**src/rtl/alu_arb.sv**
```systemverilog
// Round-robin arbiter and sequencer that shares one single-cycle ALU between two requesters.
// It registers the granted op and operands, captures the result, and holds it until the owner accepts.
module alu_arb #(
  parameter int unsigned DW  = 32,
  parameter int unsigned OPW = 4
) (
  input  logic           clk,
  input  logic           rst_n,
  // Port 0: integer execute path
  input  logic           req0_valid_i,
  output logic           req0_ready_o,
  input  logic [OPW-1:0] req0_op_i,
  input  logic [DW-1:0]  req0_src1_i,
  input  logic [DW-1:0]  req0_src2_i,
  output logic           rsp0_valid_o,
  input  logic           rsp0_ready_i,
  // Port 1: branch/compare path
  input  logic           req1_valid_i,
  output logic           req1_ready_o,
  input  logic [OPW-1:0] req1_op_i,
  input  logic [DW-1:0]  req1_src1_i,
  input  logic [DW-1:0]  req1_src2_i,
  output logic           rsp1_valid_o,
  input  logic           rsp1_ready_i,
  // Shared response data
  output logic [DW-1:0]  rsp_res_o,
  output logic           rsp_zero_o,
  // ALU interface
  output logic [OPW-1:0] alu_op_o,
  output logic [DW-1:0]  alu_src1_o,
  output logic [DW-1:0]  alu_src2_o,
  input  logic [DW-1:0]  alu_res_i,
  input  logic           alu_zero_i,
  output logic           busy_o
);

  typedef enum logic [1:0] {
    StIdle = 2'd0,
    StExec = 2'd1,
    StResp = 2'd2
  } state_e;

  state_e         state_q, state_d;
  logic           last_gnt_q, last_gnt_d;
  logic           owner_q, owner_d;
  logic [OPW-1:0] op_q, op_d;
  logic [DW-1:0]  src1_q, src1_d;
  logic [DW-1:0]  src2_q, src2_d;
  logic [DW-1:0]  res_q, res_d;
  logic           zero_q, zero_d;

  logic grant0, grant1;
  logic in_idle;
  logic owner_ack;

  assign in_idle = (state_q == StIdle);

  // The port not granted last wins a tie; a lone requester always wins.
  assign grant0 = req0_valid_i & (~req1_valid_i | last_gnt_q);
  assign grant1 = req1_valid_i & (~req0_valid_i | ~last_gnt_q);

  assign req0_ready_o = in_idle & grant0;
  assign req1_ready_o = in_idle & grant1;

  assign owner_ack = owner_q ? rsp1_ready_i : rsp0_ready_i;

  always_comb begin
    state_d    = state_q;
    last_gnt_d = last_gnt_q;
    owner_d    = owner_q;
    op_d       = op_q;
    src1_d     = src1_q;
    src2_d     = src2_q;
    res_d      = res_q;
    zero_d     = zero_q;

    case (state_q)
      StIdle: begin
        if (req0_valid_i && req0_ready_o) begin
          op_d       = req0_op_i;
          src1_d     = req0_src1_i;
          src2_d     = req0_src2_i;
          owner_d    = 1'b0;
          last_gnt_d = 1'b0;
          state_d    = StExec;
        end else if (req1_valid_i && req1_ready_o) begin
          op_d       = req1_op_i;
          src1_d     = req1_src1_i;
          src2_d     = req1_src2_i;
          owner_d    = 1'b1;
          last_gnt_d = 1'b1;
          state_d    = StExec;
        end
      end
      StExec: begin
        res_d   = alu_res_i;
        zero_d  = alu_zero_i;
        state_d = StResp;
      end
      StResp: begin
        if (owner_ack) begin
          state_d = StIdle;
        end
      end
      default: begin
        state_d = StIdle;
      end
    endcase
  end

  always_ff @(posedge clk or negedge rst_n) begin
    if (!rst_n) begin
      state_q    <= StIdle;
      last_gnt_q <= 1'b1;
      owner_q    <= 1'b0;
      op_q       <= '0;
      src1_q     <= '0;
      src2_q     <= '0;
      res_q      <= '0;
      zero_q     <= 1'b0;
    end else begin
      state_q    <= state_d;
      last_gnt_q <= last_gnt_d;
      owner_q    <= owner_d;
      op_q       <= op_d;
      src1_q     <= src1_d;
      src2_q     <= src2_d;
      res_q      <= res_d;
      zero_q     <= zero_d;
    end
  end

  // ALU inputs come only from the operand registers, never from the request ports.
  assign alu_op_o   = op_q;
  assign alu_src1_o = src1_q;
  assign alu_src2_o = src2_q;

  assign rsp_res_o    = res_q;
  assign rsp_zero_o   = zero_q;
  assign rsp0_valid_o = (state_q == StResp) & ~owner_q;
  assign rsp1_valid_o = (state_q == StResp) & owner_q;
  assign busy_o       = ~in_idle;

endmodule

```
**config.mk**
```make
export PLATFORM = sky130hd
export DESIGN_NAME = alu_arb
export DESIGN_NICKNAME = d
export VERILOG_FILES = /design/src/rtl/alu_arb.sv
export SDC_FILE = /design/constraint.sdc
export NUM_CORES = 1
export LEC_CHECK = 0
export CAP_MARGIN = 20
export CORE_MARGIN = 3
export CORE_UTILIZATION = 39
export CTS_CLUSTER_DIAMETER = 50
export DETAILED_ROUTE_END_ITERATION = 7
export MAX_ROUTING_LAYER = met4
export PLACE_DENSITY_LB_ADDON = 0.1
export RECOVER_POWER = 100
export SKIP_CTS_REPAIR_TIMING = 1
export SYNTH_ARGS = -nofsm -noshare
export SYNTH_HDL_FRONTEND = slang
export SYNTH_SLANG_ARGS = --single-unit
export TNS_END_PERCENT = 50
```
**constraint.sdc**
```tcl
create_clock -name clk -period 1.9 [get_ports clk]
set_input_delay 0.38 -clock clk [delete_from_list [all_inputs] [get_ports clk]]
set_output_delay 0.38 -clock clk [all_outputs]
set_load 0.05 [all_outputs]
```
==> flow_summary.ini <==
[run_status]
status = complete, no violations

[floorplan]
fp.dieArea_mm2 = 0.01409
std_cell_rows = 40
core-area_mm2 = 0.01221
floorplan.initialDensity = 0.4056
die_h_um = 118.7
design.portCount = 281
floorplan.die.width_um = 118.7

[worst_setup_path]
timing.setup.critical_path_class = reg -> out
critical_path_peak_fanout = 2
cell_by_cell_listing_of_the_critical_path = clkdlybuf4s50_1
cp.depth = 1
regToRegSetupSlack_ps = 130
timing.critical_path.to_type = output pin
timing.critical_path.required_ps = 1520
critical_path.startpoint_type = flip-flop
critical_path.slowest_cell = sky130_fd_sc_hd__clkdlybuf4s50_1
cp-startpoint = alu_src2_o[31]
cpPeakStageDelay_ps = 800
timing.rr.start = state_q[0]
endpoint = alu_src2_o[31]
worst_r2r_path_depth = 5
path_delay_family = buffers and inverters
critical_path_buf_inv_count = 1
capture_point_of_the_worst_reg_to_reg_path = alu_src1_o[1]
worstPathArrival_ps = 1490

[timing]
max_freq_mhz = 534.9
clock_skew_ps = 9.165
fin_worst_hold_slack_ps = 503.1
hold_viol_final = 0
worst_slew_pin_slew_ps = 835.1
setup_viol = 0
timing.max_slew.rel_slack = 0.4433
fin_crit_ps = 1870
final_min_period_over_clock_period = 0.9840
grt_setup_unrepaired = no
slew_viol_final = 0

[cts]
cts-buffers-inserted = 9
worstSkewPairLatency_ps = 340
cts.path.max_buffers = 2
cts_tree = yes
worst_setup_hold_path_clk_slew_ps = 70
ctsHtreeMaxLevel = 3
clock_sinks = 105
clock_tree.root_cell = sky130_fd_sc_hd__clkbuf_16

[pwr]
net-switching-power_mw = 8.198
switching_share_of_total_power = 0.5456
power_frac_seq = 0.269
power_report.internal_total_mw = 6.828
p_clk_frac = 0.115
leakage_component_of_the_power_nw = 3.179
power.ir.vdd_worst_mv = 0.7284
power-per-cell-area_mw_per_mm2 = 1944
power.combinational.fraction = 0.615

[grt]
number_of_global_route_vias_before_repair = 5226
antenna_found_initial = 0
grt_pass1_wl_mm = 27.95
grt_start_max_net_pins = 52
grt_overflow_total = 0
grt_usage = 0.2538

[finish]
fin_nets = 921
utilization = 0.6331
layout-area-overhead-vs-synth_pct = 56.07
antenna_cells_inserted = 0
layout-drive-gt1-share = 0.1145
layout.area.seq_mm2 = 0.002629
area_occupied_by_multi_input_gates_mm2 = 0.001864
filler_cell_count = 1125

[yosys]
synth.top_cell.area_share = 0.5254
yosys_register_bits = 105
synthMostInstantiatedCell = sky130_fd_sc_hd__dfrtp_1
post_synth_xor_area_fraction = 0
post_synth_fa_ha_maj_area_fraction = 0
share_of_the_synthesized_area_in_compound_gates_ao_oa_aoi_oai = 0.1960
syn_area_mm2 = 0.004954
yosys-mux-area-fraction = 0.07729
ys.flop_type = sky130_fd_sc_hd__dfrtp_1
post_synth_simple_gate_area = 0.09472
number_of_distinct_standard_cells_referenced_by_the_synthesized_netlist = 20
netlist_top_cells_count = sky130_fd_sc_hd__dfrtp_1 (104), sky130_fd_sc_hd__inv_1 (70), sky130_fd_sc_hd__nand4_1 (68), sky130_fd_sc_hd__o21ai_0 (68), sky130_fd_sc_hd__o311ai_1 (68)
main_combinational_cell_family_by_area_after_synthesis = compound AO/OA/AOI/OAI gates
synth_enable_flop_cells = 0
synth_top_area_cell = sky130_fd_sc_hd__dfrtp_1
synth.area.top_cells = sky130_fd_sc_hd__dfrtp_1 (53%), sky130_fd_sc_hd__o311ai_1 (12%), sky130_fd_sc_hd__nand4_1 (8.6%)
syn_avg_cell_area_um2 = 10.19
synth_seq_area_share = 0.5307
syn_inst = 486
mappedNetlistNets = 661
synth.yosys.warnings = 0
asyncSetResetFlopFracSynth = 1.000

[drt]
route.detailed.wl_per_inst_um = 19.43
ant_nets = 0
drtPass1Iterations = 5
drc = 0
dr.first_iter.drc_count = 326
detailed_route_vias_per_instance = 5.496
drt-total-wl_mm = 17.86
routed-via-count = 5051

[placement]
io_buffer_count = 280
routabilityCongestion = 0.8426
hpwlAfterDp_mm = 13.03

[run]
maxCapViolations = 0

[hold_path]
hold_path_class = reg -> reg
## worst min path at each step
stage | to | from | cells after the start | slack, ps
2_1_floorplan | alu_op_o[0] | rst_n | 0 | 80
5_1_grt | rsp_res_o[4] | rsp_res_o[4] | 1 | 520
4_1_cts | rsp_res_o[25] | rst_n | 1 | -40
3_5_place_dp | rsp_res_o[25] | rst_n | 1 | 330
3_3_place_gp | rsp_res_o[29] | rst_n | 1 | 320
6_report | rsp_res_o[12] | rsp_res_o[12] | 1 | 500
## area by class of cell
| cell class | count | area share |
|---|---|---|
| multi-input combinational | 253 | 0.2411 |
| clock inverter | 2 | 0.001618 |
| sequential | 105 | 0.3400 |
| timing repair buffer | 306 | 0.3214 |
| tap | 168 | 0.02719 |
| inverter | 71 | 0.03447 |
| clock buffer | 14 | 0.03415 |
## cell usage in the layout, fill, tap and decap left out, drive strengths merged
master         Yosys  routed
nand2              1       1
a31oi              1       1
nand2b             3       3
nand4             68      68
o21ai             70      70
clkinv             0       1
clkbuf            40     113
clkdlybuf4s50      0     183
o311ai            68      68
clkinvlp           0       1
a21oi              3       3
buf               17      22
dlygate4sd3        0       1
mux2              34      34
dfstp              1       1
inv               71      71
dlymetal6s2s       0       1
dfrtp            104     104
nor2               4       4
and3               1       1
## power by group through the flow
stage	registers, mW	logic (mW)	clock network [mW]
3_5_place_dp	4.09	10.6	0
6_report	4.04	9.25	1.73
4_1_cts	4.06	10.6	1.77
2_1_floorplan	7.87	2.85	0
3_3_place_gp	4.03	10.4	0
5_1_grt	4.19	9.76	1.85
## sequential cells by signal, indices dropped and copies added (netlist names)
| register | flops |
|---|---|
| state_q | 2 |
| rsp_res_o | 32 |
| owner_q | 1 |
| alu_src2_o | 32 |
| alu_src1_o | 32 |
| rsp_zero_o | 1 |
| alu_op_o | 4 |
| last_gnt_q | 1 |
## kinds of logic (layout without fill, tap and decap cells)
family,Yosys count,in the layout
AO/OA/AOI/OAI,142,142
multiplexers,34,34
buffers and inverters,128,393
AND/OR/NAND/NOR,77,77
flip-flops,105,105
## metrics by stage
stage	TNS (ps)	setup WS [ps]	area (um2)	instances	total power, mW
2_1_floorplan	0	58.96	4965	486	10.72
3_3_place_gp	-1194	-55.86	8009	902	14.41
3_5_place_dp	-3411	-94.37	8009	902	14.65
4_1_cts	-112.6	-22.23	8285	918	16.41
5_1_grt	0	0.8231	7731	919	15.81
6_report	0	30.42	7731	919	15.03
## routing by layer
layer	vias up	part of all wire	global-route usage
met2	264	0.49	0.4082
met3	38	0.077	0.05742
li1	2319	-	-
met4	0	0.029	0.08762
met1	2430	0.40	0.3174
met5	-	0	-
No activity file was read; power rests on OpenSTA's default activity.
